===== config.mk =====
export PLATFORM = sky130hd
export DESIGN_NAME = spi_flash_responder
export DESIGN_NICKNAME = d
export VERILOG_FILES = /design/src/rtl/spi_flash_responder.sv
export SDC_FILE = /design/constraint.sdc
export NUM_CORES = 1
export LEC_CHECK = 0
export BUFFER_PORTS_ARGS = -buffer_cell sky130_fd_sc_hd__buf_2
export CAP_MARGIN = 10
export CELL_PAD_IN_SITES_DETAIL_PLACEMENT = 1
export CELL_PAD_IN_SITES_GLOBAL_PLACEMENT = 2
export CORE_UTILIZATION = 37
export DETAILED_ROUTE_END_ITERATION = 16
export PLACE_DENSITY_LB_ADDON = 0.2
export SYNTH_ARGS = -nofsm -noshare
export SYNTH_HDL_FRONTEND = slang
export SYNTH_SLANG_ARGS = --single-unit

===== constraint.sdc =====
create_clock -name clk -period 3.9 [get_ports clk]
set_clock_uncertainty 0.2 [all_clocks]
set_input_delay 0.78 -clock clk [delete_from_list [all_inputs] [get_ports clk]]
set_output_delay 0.78 -clock clk [all_outputs]
set_load 0.01 [all_outputs]

===== src/rtl/spi_flash_responder.sv =====
`default_nettype none
// ============================================================================
// Module   : spi_flash_responder
// Brief    : SPI-flash-style responder (mode 0) in front of a byte memory;
//            supports READ 03h, PP 02h, WREN 06h, RDSR 05h, RDID 9Fh.
//            Optional busy emulation when SPI_RESP_BUSY_EN is defined.
// Revision : 1.0 - initial release
// ============================================================================
module spi_flash_responder #(
    parameter int          ADDR_W      = 16,
    parameter logic [23:0] JEDEC_ID    = 24'hEF4016,
    parameter int          BUSY_CYCLES = 64
) (
    input  logic              clk,
    input  logic              rst,
    input  logic              in_sclk,
    input  logic              in_mosi,
    input  logic              in_cs_n,
    output logic              out_miso,
    output logic              out_miso_oe,
    output logic [ADDR_W-1:0] out_mem_addr,
    output logic [7:0]        out_mem_wdata,
    output logic              out_mem_we,
    input  logic [7:0]        in_mem_rdata,
    output logic [7:0]        out_status,
    output logic              out_active
);

    typedef enum logic [2:0] {
        ST_IDLE   = 3'd0,
        ST_CMD    = 3'd1,
        ST_ADDR   = 3'd2,
        ST_READ   = 3'd3,
        ST_PROG   = 3'd4,
        ST_RDSR   = 3'd5,
        ST_RDID   = 3'd6,
        ST_IGNORE = 3'd7
    } state_t;

    localparam logic [ADDR_W-1:0] c_page_mask = ADDR_W'(8'hFF);
    localparam logic [ADDR_W-1:0] c_addr_one  = ADDR_W'(1);

    logic [2:0]        sclk_sync_q;
    logic [2:0]        cs_sync_q;
    logic [1:0]        mosi_sync_q;
    logic [1:0]        flush_cnt_q;
    logic              armed_q;

    state_t            state_q, state_d;
    logic [4:0]        bit_cnt_q, bit_cnt_d;
    logic [6:0]        rx_q, rx_d;
    logic [ADDR_W-2:0] addr_q, addr_d;
    logic [ADDR_W-1:0] mem_addr_q, mem_addr_d;
    logic [7:0]        wdata_q, wdata_d;
    logic              we_q, we_d;
    logic [7:0]        tx_q, tx_d;
    logic [2:0]        tx_cnt_q, tx_cnt_d;
    logic              miso_q, miso_d;
    logic [1:0]        id_idx_q, id_idx_d;
    logic              is_prog_q, is_prog_d;
    logic              wel_q, wel_d;
    logic              wren_pend_q, wren_pend_d;
    logic              prog_wrote_q, prog_wrote_d;

    logic              w_sclk_rise, w_sclk_fall, w_cs_fall, w_cs_rise, w_mosi;
    logic [7:0]        w_rx_byte;
    logic [ADDR_W-1:0] w_addr_next;
    logic [ADDR_W-1:0] w_page_inc;
    logic              w_wip;
    logic              w_start_busy;
    logic [7:0]        w_status;
    logic [7:0]        w_id_byte;
    logic [7:0]        w_tx_src;
    logic              w_tx_state;

    // After reset the cs_n synchronizer is forced high; a falling edge is only
    // trusted once the real pin level has been seen high, so a transaction that
    // was cut by reset cannot resume without a fresh select.
    always_ff @(posedge clk) begin
        if (rst) begin
            sclk_sync_q <= 3'b000;
            cs_sync_q   <= 3'b111;
            mosi_sync_q <= 2'b00;
            flush_cnt_q <= 2'd0;
            armed_q     <= 1'b0;
        end else begin
            sclk_sync_q <= {sclk_sync_q[1:0], in_sclk};
            cs_sync_q   <= {cs_sync_q[1:0], in_cs_n};
            mosi_sync_q <= {mosi_sync_q[0], in_mosi};
            if (flush_cnt_q != 2'd3) begin
                flush_cnt_q <= flush_cnt_q + 2'd1;
            end else if (cs_sync_q[2]) begin
                armed_q <= 1'b1;
            end
        end
    end

    assign w_sclk_rise = sclk_sync_q[1] & ~sclk_sync_q[2];
    assign w_sclk_fall = ~sclk_sync_q[1] & sclk_sync_q[2];
    assign w_cs_fall   = armed_q & ~cs_sync_q[1] & cs_sync_q[2];
    assign w_cs_rise   = cs_sync_q[1] & ~cs_sync_q[2];
    assign w_mosi      = mosi_sync_q[1];

    assign w_rx_byte   = {rx_q, w_mosi};
    assign w_addr_next = {addr_q, w_mosi};
    assign w_page_inc  = (mem_addr_q & ~c_page_mask) | ((mem_addr_q + c_addr_one) & c_page_mask);
    assign w_status    = {6'b0, wel_q, w_wip};
    assign w_tx_state  = (state_q == ST_READ) || (state_q == ST_RDSR) || (state_q == ST_RDID);

    always_comb begin
        case (id_idx_q)
            2'd0:    w_id_byte = JEDEC_ID[23:16];
            2'd1:    w_id_byte = JEDEC_ID[15:8];
            2'd2:    w_id_byte = JEDEC_ID[7:0];
            default: w_id_byte = 8'h00;
        endcase
    end

    always_comb begin
        case (state_q)
            ST_READ: w_tx_src = in_mem_rdata;
            ST_RDSR: w_tx_src = w_status;
            ST_RDID: w_tx_src = w_id_byte;
            default: w_tx_src = 8'h00;
        endcase
    end

`ifdef SPI_RESP_BUSY_EN
    localparam int c_busy_w = $clog2(BUSY_CYCLES + 1);

    logic [c_busy_w-1:0] busy_cnt_q;

    always_ff @(posedge clk) begin
        if (rst) begin
            busy_cnt_q <= '0;
        end else if (w_start_busy) begin
            busy_cnt_q <= c_busy_w'(BUSY_CYCLES);
        end else if (busy_cnt_q != '0) begin
            busy_cnt_q <= busy_cnt_q - c_busy_w'(1);
        end
    end

    assign w_wip = (busy_cnt_q != '0);
`else
    logic w_unused_cfg;

    assign w_wip        = 1'b0;
    assign w_unused_cfg = w_start_busy ^ (BUSY_CYCLES != 0);
`endif

    always_comb begin
        state_d      = state_q;
        bit_cnt_d    = bit_cnt_q;
        rx_d         = rx_q;
        addr_d       = addr_q;
        mem_addr_d   = mem_addr_q;
        wdata_d      = wdata_q;
        we_d         = 1'b0;
        tx_d         = tx_q;
        tx_cnt_d     = tx_cnt_q;
        miso_d       = miso_q;
        id_idx_d     = id_idx_q;
        is_prog_d    = is_prog_q;
        wel_d        = wel_q;
        wren_pend_d  = wren_pend_q;
        prog_wrote_d = prog_wrote_q;
        w_start_busy = 1'b0;

        // Page-local advance happens the cycle after the write strobe.
        if (we_q) begin
            mem_addr_d = w_page_inc;
        end

        if (state_q == ST_IDLE) begin
            miso_d = 1'b0;
            if (w_cs_fall) begin
                state_d      = ST_CMD;
                bit_cnt_d    = 5'd0;
                wren_pend_d  = 1'b0;
                prog_wrote_d = 1'b0;
            end
        end else if (w_cs_rise) begin
            state_d = ST_IDLE;
            miso_d  = 1'b0;
            if (state_q == ST_IGNORE && wren_pend_q) begin
                wel_d = 1'b1;
            end
            if (state_q == ST_PROG && wel_q) begin
                wel_d        = 1'b0;
                w_start_busy = prog_wrote_q;
            end
        end else if (w_sclk_rise) begin
            case (state_q)
                ST_CMD: begin
                    rx_d      = w_rx_byte[6:0];
                    bit_cnt_d = bit_cnt_q + 5'd1;
                    if (bit_cnt_q == 5'd7) begin
                        bit_cnt_d = 5'd0;
                        tx_cnt_d  = 3'd0;
                        id_idx_d  = 2'd0;
                        if (w_wip && w_rx_byte != 8'h05) begin
                            state_d = ST_IGNORE;
                        end else begin
                            case (w_rx_byte)
                                8'h03: begin
                                    state_d   = ST_ADDR;
                                    is_prog_d = 1'b0;
                                end
                                8'h02: begin
                                    state_d   = ST_ADDR;
                                    is_prog_d = 1'b1;
                                end
                                8'h06: begin
                                    state_d     = ST_IGNORE;
                                    wren_pend_d = 1'b1;
                                end
                                8'h05:   state_d = ST_RDSR;
                                8'h9F:   state_d = ST_RDID;
                                default: state_d = ST_IGNORE;
                            endcase
                        end
                    end
                end
                ST_ADDR: begin
                    addr_d    = w_addr_next[ADDR_W-2:0];
                    bit_cnt_d = bit_cnt_q + 5'd1;
                    if (bit_cnt_q == 5'd23) begin
                        mem_addr_d = w_addr_next;
                        bit_cnt_d  = 5'd0;
                        state_d    = is_prog_q ? ST_PROG : ST_READ;
                    end
                end
                ST_PROG: begin
                    rx_d      = w_rx_byte[6:0];
                    bit_cnt_d = bit_cnt_q + 5'd1;
                    if (bit_cnt_q == 5'd7) begin
                        bit_cnt_d = 5'd0;
                        if (wel_q) begin
                            we_d         = 1'b1;
                            wdata_d      = w_rx_byte;
                            prog_wrote_d = 1'b1;
                        end
                    end
                end
                ST_IGNORE: wren_pend_d = 1'b0;
                default: ;
            endcase
        end else if (w_sclk_fall && w_tx_state) begin
            tx_cnt_d = tx_cnt_q + 3'd1;
            if (tx_cnt_q == 3'd0) begin
                miso_d = w_tx_src[7];
                tx_d   = {w_tx_src[6:0], 1'b0};
                if (state_q == ST_READ) begin
                    mem_addr_d = mem_addr_q + c_addr_one;
                end
                if (state_q == ST_RDID && id_idx_q != 2'd3) begin
                    id_idx_d = id_idx_q + 2'd1;
                end
            end else begin
                miso_d = tx_q[7];
                tx_d   = {tx_q[6:0], 1'b0};
            end
        end
    end

    always_ff @(posedge clk) begin
        if (rst) begin
            state_q      <= ST_IDLE;
            bit_cnt_q    <= 5'd0;
            rx_q         <= 7'd0;
            addr_q       <= '0;
            mem_addr_q   <= '0;
            wdata_q      <= 8'h00;
            we_q         <= 1'b0;
            tx_q         <= 8'h00;
            tx_cnt_q     <= 3'd0;
            miso_q       <= 1'b0;
            id_idx_q     <= 2'd0;
            is_prog_q    <= 1'b0;
            wel_q        <= 1'b0;
            wren_pend_q  <= 1'b0;
            prog_wrote_q <= 1'b0;
        end else begin
            state_q      <= state_d;
            bit_cnt_q    <= bit_cnt_d;
            rx_q         <= rx_d;
            addr_q       <= addr_d;
            mem_addr_q   <= mem_addr_d;
            wdata_q      <= wdata_d;
            we_q         <= we_d;
            tx_q         <= tx_d;
            tx_cnt_q     <= tx_cnt_d;
            miso_q       <= miso_d;
            id_idx_q     <= id_idx_d;
            is_prog_q    <= is_prog_d;
            wel_q        <= wel_d;
            wren_pend_q  <= wren_pend_d;
            prog_wrote_q <= prog_wrote_d;
        end
    end

    assign out_miso_oe   = w_tx_state;
    assign out_miso      = w_tx_state & miso_q;
    assign out_mem_addr  = mem_addr_q;
    assign out_mem_wdata = wdata_q;
    assign out_mem_we    = we_q;
    assign out_status    = w_status;
    assign out_active    = (state_q != ST_IDLE);

endmodule
`default_nettype wire


After elaboration in Yosys (flattened, before gate mapping)

Index checks and enable logic that the tools add are counted.

Register bits: 83
Input bits: 13
Logic and storage cells: 154

$add $sub $neg: 5
Equality and inequality tests: 26
Multiplexer cells: 50
Bitwise operators: 17
Reduce and logical (&&, ||, !) cells: 37

Operators by type and width:

| kind                                                 | count |
|---|---|
| 2-to-1 mux 16 bit                                    | 9 |
| one-hot mux 8 bit (3 select lines)                   | 2 |
| 2-to-1 mux 3 bit                                     | 11 |
| 2-to-1 mux 5 bit                                     | 6 |
| AND reduction 6 bit                                  | 3 |
| adder 16 x 1 -> 16 bit (second input constant)       | 1 |
| equality test 8 x 2 -> 1 bit (second input constant) | 2 |
| equality test 8 x 3 -> 1 bit (second input constant) | 2 |
| bitwise OR 16 x 8 -> 16 bit                          | 1 |
| AND reduction 4 bit                                  | 4 |
| equality test 3 bit (second input constant)          | 4 |
| 2-to-1 mux 2 bit                                     | 6 |
| nonzero test 2 bit                                   | 6 |
| nonzero test 3 bit                                   | 4 |
| 2-to-1 mux 1 bit                                     | 10 |
| NOT 1 bit                                            | 10 |
| one-hot mux 5 bit (2 select lines)                   | 1 |
| AND reduction 5 bit                                  | 2 |
| one-hot mux 3 bit (3 select lines)                   | 1 |
| equality test 8 bit (second input constant)          | 1 |
| 2-to-1 mux 8 bit                                     | 1 |
| != test 4 bit (second input constant)                | 2 |
| AND reduction 7 bit                                  | 1 |
| AND 1 bit                                            | 6 |
| other kinds (25)                                     | 39 |

Logic depth before layout (Yosys ltp)

Word-level depth: 9
Depth in mapped cells: 8

Least setup slack after synthesis

Ideal clock, no wire load.

Path kind: flip-flop to flip-flop
Start point: register bit_cnt_q[0]
End point: register wdata_q[7] (netlist: out_mem_wdata[7])
Arrival time: 1,779 ps
Data required time: 3,572 ps
Slack: 1,794 ps
Stages on the path, launching flop included: 7
Path buffers: 0
Clock period less this slack: 2,106 ps
Cell sequence: dfxtp_1 -> ha_1 -> nand4bb_1 -> or4_1 -> nor2_4 -> mux2i_1 -> nor2_1

Cells in the longest elaborated chain, start to end: 2

Ends and longest elaborated chain:

| item                          | RTL line | source |
|---|---|---|
| from (decl)                   | 50       | `logic [4:0] bit_cnt_q, bit_cnt_d;` |
| from (signal assigned)        | 285      | `bit_cnt_q <= bit_cnt_d;` |
| equality test 5 x 3 -> 1 bit  | 236      | `if (bit_cnt_q == 5'd7) begin` |
| AND reduction 6 bit (no line) | --       |  |
| to (signal assigned)          | 289      | `wdata_q <= wdata_d;` |
| to (decl)                     | 54       | `logic [7:0] wdata_q, wdata_d;` |

No other way between the ends.
A chain may end at the register's enable or synchronous reset.

Worst setup path in the final report

Start point: register state_q[1]
End point: output port out_miso

Cells in the longest elaborated chain, start to end: 4

Ends and longest elaborated chain:

| item                                                                | RTL line | source |
|---|---|---|
| from (decl)                                                         | 49       | `state_t state_q, state_d;` |
| from (signal assigned)                                              | 284      | `state_q <= state_d;` |
| equality test 3 x 2 -> 1 bit or equality test 3 bit (tied branches) | 108      | `assign w_tx_state = (state_q == ST_READ) \|\| (state_q == ST_RDSR) \|\| (state_q == ST_RDID);` |
| logical OR 1 bit                                                    | 108      |  |
| logical OR 1 bit *                                                  | 108      |  |
| AND 1 bit *                                                         | 303      | `assign out_miso = w_tx_state & miso_q;` |
| to (decl)                                                           | 19       | `output logic out_miso,` |

Every way passes the cells marked *; elsewhere a longest branch is shown, timed or not.

==> flow_metrics.tcl <==
set metrics [dict create \
    status "finished clean" \
    p_comb_share_pct 3.8 \
    post-route-util_pct 42.9 \
    fin_setup_tns_ns 0 \
    rsz0062_at_grt "false" \
    grt_max_degree 48 \
    syn_area_per_cell_um2 8.23 \
    endpoint "out_miso" \
    slew_viol_final 0 \
    antennaDiodeCount 0 \
    crit_start "state_q[1]" \
    die_y_um 107 \
    hold_viol_final 0 \
    synth_warnings 0 \
    place_congestion 0.755 \
    post_cts.repair.setup_buffers 0 \
    synth_edf_count 0 \
    yosys_register_bits 82 \
    root_buffer "clkbuf_8" \
    ctsLongestPathBuffers 2 \
    dr.pass1.iters 4 \
    grt.overflow.total 0 \
    netlist_area_mm2 0.00408 \
    final_nets 544 \
    clock.fmax_mhz 350 \
    fin_crit_ns 2.85 \
    start_util_pct 38.8 \
    io_pins 49 \
    power_switching_share_pct 24.6 \
    setup_viol 0 \
    worstSkewPairLatency_ns 0.37 \
    crit_path_end_kind "output port" \
    crit_family "flip-flops" \
    ir_worst_vdd_uv 180 \
    vias 3611 \
    reg2reg_depth 5 \
    cp_slowest_cell "dfxtp_1" \
    netlist_instances 496 \
    p_leak_nw 1.58 \
    antenna_found_initial 0 \
    min_delay_path_depth 1 \
    ys_seq_area_share_pct 40.2 \
    power_density_mw_per_mm2 342 \
    routed_wl_um 10900 \
    clk_pin_slew_ns 0.08 \
    crit_path_max_fanout 23 \
    rr_endpoint "out_mem_addr[14]" \
    worst-r2r-setup-slack_ns 1.15 \
    relSlewSlack_pct 47.9 \
    cts-resized-gates 0 \
    p_int_mw 1.16 \
    clkPwrFrac_pct 40.9 \
    cts_buffers 9 \
    path_depth 4 \
    remaining_drc_errors 0 \
    worst-setup-path-type "reg2out" \
    wl_per_cell_um 16.4 \
    required_ns 2.92 \
    grt_pass1_wl_um 18200 \
    die_area_mm2 0.0115 \
    cap_violations 0 \
    cts_tree "built" \
    htreeDepth 3 \
    area_growth_pct 10.5 \
    portBuffers 41 \
    first_global_vias 3614 \
    cp_num_buf_inv 1 \
    synthArstFlopShare_pct 0 \
    start_kind "flop" \
    n_fill_cell 1306 \
    place_hpwl_um 7790 \
    tightest_slew_ns 0.781 \
    drive_gt1_share_pct 14.6 \
    rows 37 \
    dieWidth_um 107 \
    critical_path_arrival_ns 1.87 \
    switchingPower_mw 0.380 \
    critPathMaxStageDelay_ns 0.83 \
    coreArea_mm2 0.0105 \
    timing.rr.start "state_q[1]" \
    clock_sinks 82 \
    path_cells "xnor2_1 -> a21oi_1 -> and2_1 -> buf_2" \
    finalCritPeriodShare_pct 73.2 \
    ys_types 65 \
    drt-initial-drc-count 165 \
    grt.total_usage_pct 20.6 \
    ctsHoldBuffers 0 \
    vias_per_cell 5.45 \
    ys.flop_type "dfxtp_1" \
    min_path_type "reg2reg" \
    postRouteAntennaNets 0 \
    power_frac_seq_pct 55.3 \
]
-- worst min-delay path by stage --
stage	startpoint	endpoint	slack (ns)
3_3_place_gp	cs_sync_q[0]	cs_sync_q[1]	0.19
6_report	cs_sync_q[0]	cs_sync_q[1]	0.21
4_1_cts	cs_sync_q[0]	cs_sync_q[1]	0.23
5_1_grt	cs_sync_q[0]	cs_sync_q[1]	0.24
3_5_place_dp	cs_sync_q[0]	cs_sync_q[1]	0.20
2_1_floorplan	cs_sync_q[0]	cs_sync_q[1]	0.19
-- layout by cell type, fill, tap and decap left out, drive strengths merged, types with 5 or more instances in the layout --
cell type	n
a21oi	59
mux2i	15
nand3	24
a2bb2oi	6
ha	9
inv	10
nor2b	11
and2	5
nand2b	8
dfxtp	82
nand2	68
clkbuf	10
nor4	5
o21ai	23
conb	7
nor3	20
a211oi	10
nand4	5
a31oi	7
buf	46
nor2	35
-- per-stage QoR --
| stage | hold slack (ns) | area [um^2] | instances | power, mW | setup WS, ns |
|---|---|---|---|---|---|
| after floorplan | 0.189 | 4100 | 502 | 0.920 | 1.79 |
| after global placement | 0.192 | 4320 | 647 | 0.931 | 1.26 |
| after detailed placement | 0.198 | 4320 | 647 | 0.935 | 1.18 |
| after CTS | 0.226 | 4510 | 663 | 1.57 | 1.03 |
| after global routing | 0.241 | 4510 | 663 | 1.61 | 0.862 |
| final | 0.214 | 4510 | 663 | 1.54 | 1.05 |
-- power groups by stage --
stage | Clock [mW] | Sequential [mW] | Combinational [mW]
6_report | 0.631 | 0.854 | 0.0591
5_1_grt | 0.687 | 0.856 | 0.0662
4_1_cts | 0.654 | 0.854 | 0.0608
3_5_place_dp | 0 | 0.874 | 0.0604
3_3_place_gp | 0 | 0.873 | 0.0578
2_1_floorplan | 0 | 0.870 | 0.0496
-- flip-flops by register name, indices dropped and copies added, names as in the netlist --
register and cells:
flush_cnt_q 2, tx_cnt_q 3, cs_sync_q 3, sclk_sync_q 3, wren_pend_q 1, out_mem_addr 16
tx_q 7, mosi_sync_q 2, id_idx_q 2, out_mem_we 1, armed_q 1, rx_q 7
addr_q 15, out_mem_wdata 8, wel_q 1, miso_q 1, bit_cnt_q 5, is_prog_q 1
state_q 3
-- synth_stat cells, types with 2 or more instances --
library cell,n,share of area (%)
dfxtp_1,82,40
nand2_1,68,6.3
a21oi_1,58,7.1
nor2_1,33,3.0
nand3_1,24,2.9
o21ai_0,22,2.7
clkbuf_1,17,1.6
nor3_1,16,2.0
buf_4,15,2.8
mux2i_1,15,3.7
nor2b_1,11,1.7
a211oi_1,10,1.8
ha_1,9,2.8
inv_1,9,0.83
nand2b_1,8,1.2
a31oi_1,7,1.1
a2bb2oi_1,6,1.3
and2_1,5,0.77
nand4_1,5,0.77
a22oi_1,4,0.74
o21a_1,4,0.74
or2_2,4,0.61
and3_1,3,0.46
buf_2,3,0.37
nor4_1,3,0.46
or3_1,3,0.46
xnor2_1,3,0.64
xor2_1,3,0.64
a32oi_1,2,0.43
and4_1,2,0.43
nand3b_1,2,0.37
nor3_2,2,0.49
nor3_4,2,0.80
nor3b_1,2,0.37
nor4_4,2,1.0
o211ai_1,2,0.37
or4_1,2,0.37
-- final cells by class --
cell class              count  area, um^2  share of cell area, %
multi-input cells         374        2230                   49.4
clock inverters             6        66.3                   1.47
inverters                   9        33.8                  0.749
repair buffers             46         243                   5.38
flip-flops and latches     82        1640                   36.4
well taps                 136         170                   3.77
clock buffers              10         128                   2.83
-- logic make-up after synthesis --
logic type	share of synthesized area [%]
compound gates	20.1
xor+xnor	1.29
fa+ha+maj	3.01
buf+inv	5.73
flops	40.2
mux	3.68
other cells	0.0919
simple gates	25.9
-- layer usage --
layer	wire [um]	vias to the layer above	global-route usage, %	share of wire (%)
met5	0	-	0	0
met4	160	0	7.63	1.5
met3	355	9	3.40	3.3
met2	4890	58	32.6	45
met1	5480	1741	28.0	50
li1	-	1803	-	-
Note: power is estimated with default switching activity, not from simulation.
